===== src/rtl/hi_lo_unit.sv =====
// hi_lo_unit: MIPS HI/LO register pair with mthi/mtlo/mult writes, mfhi/mflo reads
// and a two-stage madd/msub accumulate pipeline.
// Ports:
//   Clk, Reset            rising-edge clock, synchronous active-high reset
//   HiLoOp[2:0]           000 none, 001 write product, 010 mthi, 011 mtlo, 1xx accumulate (x1x = subtract)
//   ProductHi/ProductLo   64-bit product halves; ProductLo is also the mthi/mtlo source
//   ReadSel[1:0]          01 mfhi, 10 mflo, else no read
//   ReadData              combinational read result, 0 when no read or stalled
//   Stall                 read hits an unfinished accumulate; retry next cycle
//   Hi, Lo                architectural registers
// Config macro: HILO_FORWARD_EN forwards the pending accumulate sum into reads instead of stalling.
module hi_lo_unit #(
    parameter int WIDTH = 32
) (
    input  logic             Clk,
    input  logic             Reset,
    input  logic [2:0]       HiLoOp,
    input  logic [WIDTH-1:0] ProductHi,
    input  logic [WIDTH-1:0] ProductLo,
    input  logic [1:0]       ReadSel,
    output logic [WIDTH-1:0] ReadData,
    output logic             Stall,
    output logic [WIDTH-1:0] Hi,
    output logic [WIDTH-1:0] Lo
);
    logic [WIDTH-1:0]   r_hi, r_lo;
    logic [2*WIDTH-1:0] r_acc_prod;
    logic               r_acc_sub, r_acc_pend;
    logic [2*WIDTH-1:0] w_sum, w_cur, w_next, w_src;
    logic               w_rd;

    // Stage-2 result; when nothing is pending the registers carry through unchanged.
    assign w_sum = r_acc_sub ? {r_hi, r_lo} - r_acc_prod : {r_hi, r_lo} + r_acc_prod;
    assign w_cur = r_acc_pend ? w_sum : {r_hi, r_lo};

    // A write op landing on the completing accumulate overrides only the halves it names.
    always_comb begin
        w_next = w_cur;
        if (HiLoOp == 3'b001) w_next = {ProductHi, ProductLo};
        else if (HiLoOp == 3'b010) w_next = {ProductLo, w_cur[WIDTH-1:0]};
        else if (HiLoOp == 3'b011) w_next = {w_cur[2*WIDTH-1:WIDTH], ProductLo};
    end

    always_ff @(posedge Clk) begin
        if (Reset) begin
            r_hi       <= '0;
            r_lo       <= '0;
            r_acc_prod <= '0;
            r_acc_sub  <= 1'b0;
            r_acc_pend <= 1'b0;
        end else begin
            {r_hi, r_lo} <= w_next;
            r_acc_pend   <= HiLoOp[2];
            if (HiLoOp[2]) begin
                r_acc_prod <= {ProductHi, ProductLo};
                r_acc_sub  <= HiLoOp[1];
            end
        end
    end

    assign w_rd = (ReadSel == 2'b01) || (ReadSel == 2'b10);

`ifdef HILO_FORWARD_EN
    assign w_src = w_cur;
    assign Stall = 1'b0;
`else
    assign w_src = {r_hi, r_lo};
    assign Stall = w_rd && r_acc_pend;
`endif

    assign ReadData = (!w_rd || Stall) ? '0 :
                      (ReadSel == 2'b01) ? w_src[2*WIDTH-1:WIDTH] : w_src[WIDTH-1:0];
    assign Hi = r_hi;
    assign Lo = r_lo;
endmodule

===== config.mk =====
export PLATFORM = sky130hd
export DESIGN_NAME = hi_lo_unit
export DESIGN_NICKNAME = d
export VERILOG_FILES = /design/src/rtl/hi_lo_unit.sv
export SDC_FILE = /design/constraint.sdc
export NUM_CORES = 1
export LEC_CHECK = 0
export ABC_AREA = 1
export BUFFER_PORTS_ARGS = -buffer_cell sky130_fd_sc_hd__buf_4
export CAP_MARGIN = 20
export CORE_MARGIN = 8
export CORE_UTILIZATION = 60
export DETAILED_ROUTE_END_ITERATION = 12
export PLACE_DENSITY = 0.92
export SLEW_MARGIN = 20
export SYNTH_ARGS = -nofsm -noshare
export SYNTH_HDL_FRONTEND = slang
export SYNTH_SLANG_ARGS = --single-unit

===== constraint.sdc =====
create_clock -name Clk -period 3.4 [get_ports Clk]
set_clock_uncertainty 0.1 [all_clocks]
set_input_delay 0.17 -clock Clk [delete_from_list [all_inputs] [get_ports Clk]]
set_output_delay 0.17 -clock Clk [all_outputs]
set_load 0.02 [all_outputs]

==> flow_metrics.py, run 1 <==
metrics = {
    "outcome": {
        "status": "stopped before the end",
        "stop_stage": "global routing (5_1_grt)",
        "stop_error": "[ERROR DPL-0038] Utilization greater than 100%, impossible to legalize",
    },
    "floorplanning": {
        "num_rows": 54,
        "die_h_um": 163,
        "die_width_um": 163,
        "initial_core_util": 0.603,
        "num_io_pins": 168,
    },
    "synth": {
        "synth-seq-area-share": 0.200,
        "synth_top_area_frac": 0.200,
        "yosysTopAreaCell": "dfxtp_1",
        "synth-edff-count": 0,
        "yosysWarnings": 0,
        "synth_fp_nets": 2398,
        "ys_types": 47,
        "synth_ff_type": "dfxtp_1",
        "yosys-top-cells-area": "dfxtp_1 20%, nand2_1 16%, a21oi_1 10%",
        "synth.cell_area_um2": 13000,
        "async_flop_share": 0,
        "synth_area_per_cell_um2": 5.74,
        "syn_inst": 2261,
        "ys_seq_elements": 130,
    },
    "clock_tree": {
        "numCtsBuffers": 17,
        "clock-root-buffer": "clkbuf_16",
        "cts_max_level": 4,
        "clock_sinks": 130,
        "clockBufferDepth": 2,
    },
    "placement": {
        "place_congestion": 1.17,
        "place_hpwl_mm": 50.7,
        "numPortBuffers": 167,
        "place_area_um2": 16400,
    },
    "sta": {
        "worstEpCategory": "sequential cell input",
        "crit_endpoint": "Hi[29]$_SDFFE_PP0P_/D",
    },
    "global_route": {
        "grt_max_degree": 107,
    },
}
[cell families after synthesis]
kind of cell,after synthesis,synth area share
xor gates and xnor gates,83,0.0560
and+or+nand+nor,1050,0.343
buffers and inverters,426,0.125
adders and majority gates,66,0.0642
DFF,130,0.200
AOI/OAI and AO/OA,506,0.211
[cell usage after synthesis, types with 2 or more instances]
| cell type | count |
|---|---|
| nand2_1 | 546 |
| inv_1 | 348 |
| nor2_1 | 284 |
| a21oi_1 | 268 |
| o21ai_0 | 172 |
| dfxtp_1 | 130 |
| nand3_1 | 98 |
| xor2_1 | 72 |
| ha_1 | 65 |
| clkbuf_1 | 52 |
| nor3_1 | 29 |
| o221ai_1 | 26 |
| nand4_1 | 23 |
| buf_2 | 14 |
| nor2_2 | 14 |
| xnor2_1 | 11 |
| nand2_2 | 10 |
| nand3b_1 | 10 |
| o21bai_1 | 10 |
| inv_2 | 8 |
| a21oi_2 | 7 |
| nor4_1 | 7 |
| or2_2 | 6 |
| nor2_4 | 5 |
| o21ai_2 | 5 |
| a31oi_1 | 4 |
| o21ai_1 | 4 |
| a21o_1 | 3 |
| and2_1 | 3 |
| nand3_2 | 3 |
| a211oi_1 | 2 |
| buf_1 | 2 |
| buf_4 | 2 |
| nand4_4 | 2 |
| nor3_2 | 2 |
| nor3_4 | 2 |
| o31ai_1 | 2 |
[what timing repair did]
item,in CTS
endpoints found under the setup margin,45
hold endpoints to repair,91
gates resized for setup,207
pin swaps,70
hold buffers,63
setup buffers,18
[metrics by stage]
stage / std cells / setup TNS, ns / setup WS, ns / utilization
after floorplan: 2261 / 0 / 0.267 / -
after global placement: 2915 / -2.99 / -0.307 / 0.762
after detailed placement: 2915 / -6.27 / -0.387 / 0.762
after CTS: 3028 / -0.140 / -0.0284 / 0.863
==> inputs of run 2 (changes only) <==
--- a/config.mk
+++ b/config.mk
@@ -9,9 +9,9 @@
 export BUFFER_PORTS_ARGS = -buffer_cell sky130_fd_sc_hd__buf_4
 export CAP_MARGIN = 20
 export CORE_MARGIN = 8
-export CORE_UTILIZATION = 60
+export CORE_UTILIZATION = 40
 export DETAILED_ROUTE_END_ITERATION = 12
-export PLACE_DENSITY = 0.92
+export PLACE_DENSITY_LB_ADDON = 0.15
 export SLEW_MARGIN = 20
 export SYNTH_ARGS = -nofsm -noshare
 export SYNTH_HDL_FRONTEND = slang
==> run 2 against run 1 <==
  * The flow now finishes, with violations (negative setup slack)
  * Synthesized area did not move
  * Synthesized cell count did not move
==> flow_metrics.py, run 2 <==
metrics = {
    "finish": {
        "syn2layout_area_growth_pct": 67.9,
        "final_cell_count_no_fill": 3329,
        "final_common_cell": "buf_4",
        "drive_gt1_frac": 0.420,
        "largest-register": "r_acc_prod",
        "final_cell_mix": "572 x buf_4, 428 x nand2_1, 292 x inv_1",
        "finish.net_count": 3011,
        "fillers": 2916,
        "largest_reg_flops": 64,
    },
    "synth": {
        "synth_ff_type": "dfxtp_1",
        "synth_compound_area_frac": 0.211,
        "async_flop_share": 0,
        "synth.cell_area_um2": 13000,
        "synth_top_area_frac": 0.200,
        "yosysTopAreaCell": "dfxtp_1",
        "ys_seq_elements": 130,
        "synth_mux_area_frac": 0,
        "synth_xor_area_frac": 0.0560,
        "synth-edff-count": 0,
        "synth_fp_nets": 2398,
        "synthAdderAreaFrac": 0.0642,
        "synth_area_per_cell_um2": 5.74,
        "synth-simple-area-share": 0.343,
        "synth_top_family_by_area": "simple AND/OR/NAND/NOR gates",
        "synth-seq-area-share": 0.200,
        "synth_commonest_cells": "546 x nand2_1, 348 x inv_1, 284 x nor2_1",
        "yosys-top-cells-area": "dfxtp_1 20%, nand2_1 16%, a21oi_1 10%",
        "yosysMostFrequentCell": "nand2_1",
        "syn_inst": 2261,
        "ys_types": 47,
        "yosysWarnings": 0,
    },
    "clock_tree": {
        "cts.reportedPaths.clkPinSlew_ns": 0.06,
        "worstSkewPairLatency_ns": 0.46,
        "cts_max_level": 4,
        "clockBufferDepth": 2,
        "clock-root-buffer": "clkbuf_16",
        "numCtsBuffers": 17,
        "cts_tree": "yes",
        "clock_sinks": 130,
    },
    "worst_setup_path": {
        "worstPathMaxFanout": 4,
        "cp.arrival_ns": 3.89,
        "r2r_end": "Hi[19]",
        "required_ns": 3.69,
        "reg2reg_from": "r_acc_prod[13]",
        "path_cells": "nor2_4 > inv_2 > nor2_2 > inv_2 > nor2_2 > buf_4 > nor3b_4 > nand4_1 > buf_4 > xor2_1 > nand2_1 > o21ai_2 > ha_4 > nand2_2 > nor2_2 > inv_2 > buf_4 > nor3_4 > nand3_2 > nand3_2 > nand3_2 > a21oi_2",
        "critPathKind": "register to register",
        "cp_slowest_cell": "dfxtp_4",
        "cpPeakStageDelay_ns": 0.38,
        "crit_path_start_kind": "register",
        "rrSetupSlack_ns": -0.20,
        "reg2reg_depth": 22,
        "cp-end-kind": "register",
    },
    "sta": {
        "worst_slack_ns": -0.202,
        "tightest_slew_ns": 1.02,
        "tns_ns": -1.81,
        "max_slew_margin": 0.317,
        "holdWs_ns": 0.0142,
        "hold_violations": 0,
        "slew_viol_final": 0,
        "setup_viol": 26,
        "finalCriticalPeriod_ns": 3.60,
        "fin_crit_sh": 1.06,
        "max_freq_ghz": 0.278,
        "rsz0062_at_grt": "true",
    },
    "floorplanning": {
        "dieArea_um2": 38500,
        "num_rows": 66,
        "num_io_pins": 168,
        "die_h_um": 196,
        "die_width_um": 196,
        "initial_core_util": 0.402,
        "fp.coreArea_um2": 32300,
    },
    "placement": {
        "place_congestion": 1.03,
        "place_hpwl_mm": 59.1,
        "post-place-ws_ns": -0.624,
        "numPortBuffers": 167,
        "place_inst": 3192,
    },
    "min_path": {
        "whs_endpoint": "r_acc_prod[45]",
        "hold_start": "ProductHi[13]",
        "hp-class": "primary input to register",
        "holdPathStages": 3,
    },
    "power_and_ir_drop": {
        "p_clk_frac": 0.251,
        "p_sw_frac": 0.428,
        "netSwitchingPower_mw": 3.56,
        "p_seq_frac": 0.228,
        "p_int_mw": 4.75,
        "peakVddDrop_mv": 0.400,
        "leakagePower_nw": 10.5,
        "power_frac_comb": 0.521,
        "power_density_nw_per_um2": 381,
    },
    "job": {
        "maxCapViolCount": 0,
    },
    "routing": {
        "drt-pass1-iter-count": 5,
        "wl_per_cell_um": 22.5,
        "drtIter0Drc": 1837,
        "drtAntennaViolNets": 0,
        "drt-total-wl_mm": 75.0,
        "vias_per_cell": 5.47,
        "drc_errors": 0,
        "vias": 18200,
    },
    "global_route": {
        "grt_max_degree": 106,
        "grt_pass1_vias": 17100,
        "grtUsageTotal": 0.369,
        "grt_pass1_wl_mm": 106,
        "grt_antenna_before_repair": 5,
        "gr-total-overflow": 0,
    },
    "outcome": {
        "status": "finished, violations left",
        "violations": "negative setup slack",
    },
}
-- run 2: final cells by class --
class / instances / area [um^2] / area share
diodes: 2 / 5.00 / 0.000230
clock buffers: 21 / 460 / 0.0211
clock inverters: 9 / 155 / 0.00712
inverters: 356 / 1350 / 0.0620
multi-input cells: 1705 / 11400 / 0.522
flip-flops and latches: 130 / 2640 / 0.121
well taps: 442 / 553 / 0.0254
repair buffers: 664 / 5260 / 0.241
-- run 2: critical path: cells and delay by family, from the launching register on --
| family | cells | cell delay [ns] |
|---|---|---|
| adders and majority gates | 1 | 0.32 |
| xor gates and xnor gates | 1 | 0.14 |
| and+or+nand+nor | 12 | 1.71 |
| buffers and inverters | 6 | 0.65 |
| AOI/OAI and AO/OA | 2 | 0.24 |
| DFF | 1 | 0.38 |
-- run 2: stage by stage --
stage          instance area, um^2  utilization  power [mW]
4_1_cts                      20000        0.620        7.73
5_1_grt                      21800        0.675        8.62
3_3_place_gp                 17500        0.541        5.28
2_1_floorplan                13000            -        3.52
6_report                     21800        0.675        8.31
3_5_place_dp                 17500        0.541        5.29
-- run 2: logic make-up (layout without fill, tap and decap cells) --
family	after synthesis	in the layout
AO/OA/AOI/OAI	506	506
XOR/XNOR	83	83
adder cells (fa/ha/maj)	66	66
buffers and inverters	426	1050
flip-flops	130	130
other	0	2
AND/OR/NAND/NOR	1050	1050
-- run 2: how the worst max path moves through the flow --
stage	startpoint	endpoint	slack [ns]	cells after the start
2_1_floorplan	r_acc_prod[1]	Hi[4]	0.27	26
3_3_place_gp	r_acc_prod[14]	Hi[19]	-0.54	22
3_5_place_dp	r_acc_prod[1]	Hi[31]	-0.62	22
4_1_cts	r_acc_prod[4]	Hi[19]	-0.09	25
5_1_grt	r_acc_prod[13]	Hi[31]	-0.33	23
6_report	r_acc_prod[13]	Hi[19]	-0.20	22
-- run 2: what timing repair did --
action	in CTS	in global routing
buffers inserted	17	26
gates cloned	0	0
setup endpoints to repair	47	47
gates resized for setup	302	447
hold endpoints to repair	94	0
pin swaps	63	165
hold buffers	63	0
-- run 2: layer usage --
layer,vias to the layer above,global-route usage,part of all wire
li1,8518,-,-
met1,8472,0.445,0.39
met2,979,0.588,0.45
met3,233,0.0692,0.089
met4,2,0.255,0.080
met5,-,0,0.00017
-- run 2: power by group through the flow --
stage / Combinational, mW / Clock, mW / Sequential [mW]
final: 4.33 / 2.08 / 1.90
after global routing: 4.59 / 2.12 / 1.90
after CTS: 3.78 / 2.08 / 1.87
after detailed placement: 3.40 / 0 / 1.88
after global placement: 3.40 / 0 / 1.88
after floorplan: 1.63 / 0 / 1.89
Power figures use the tool's default switching activity.
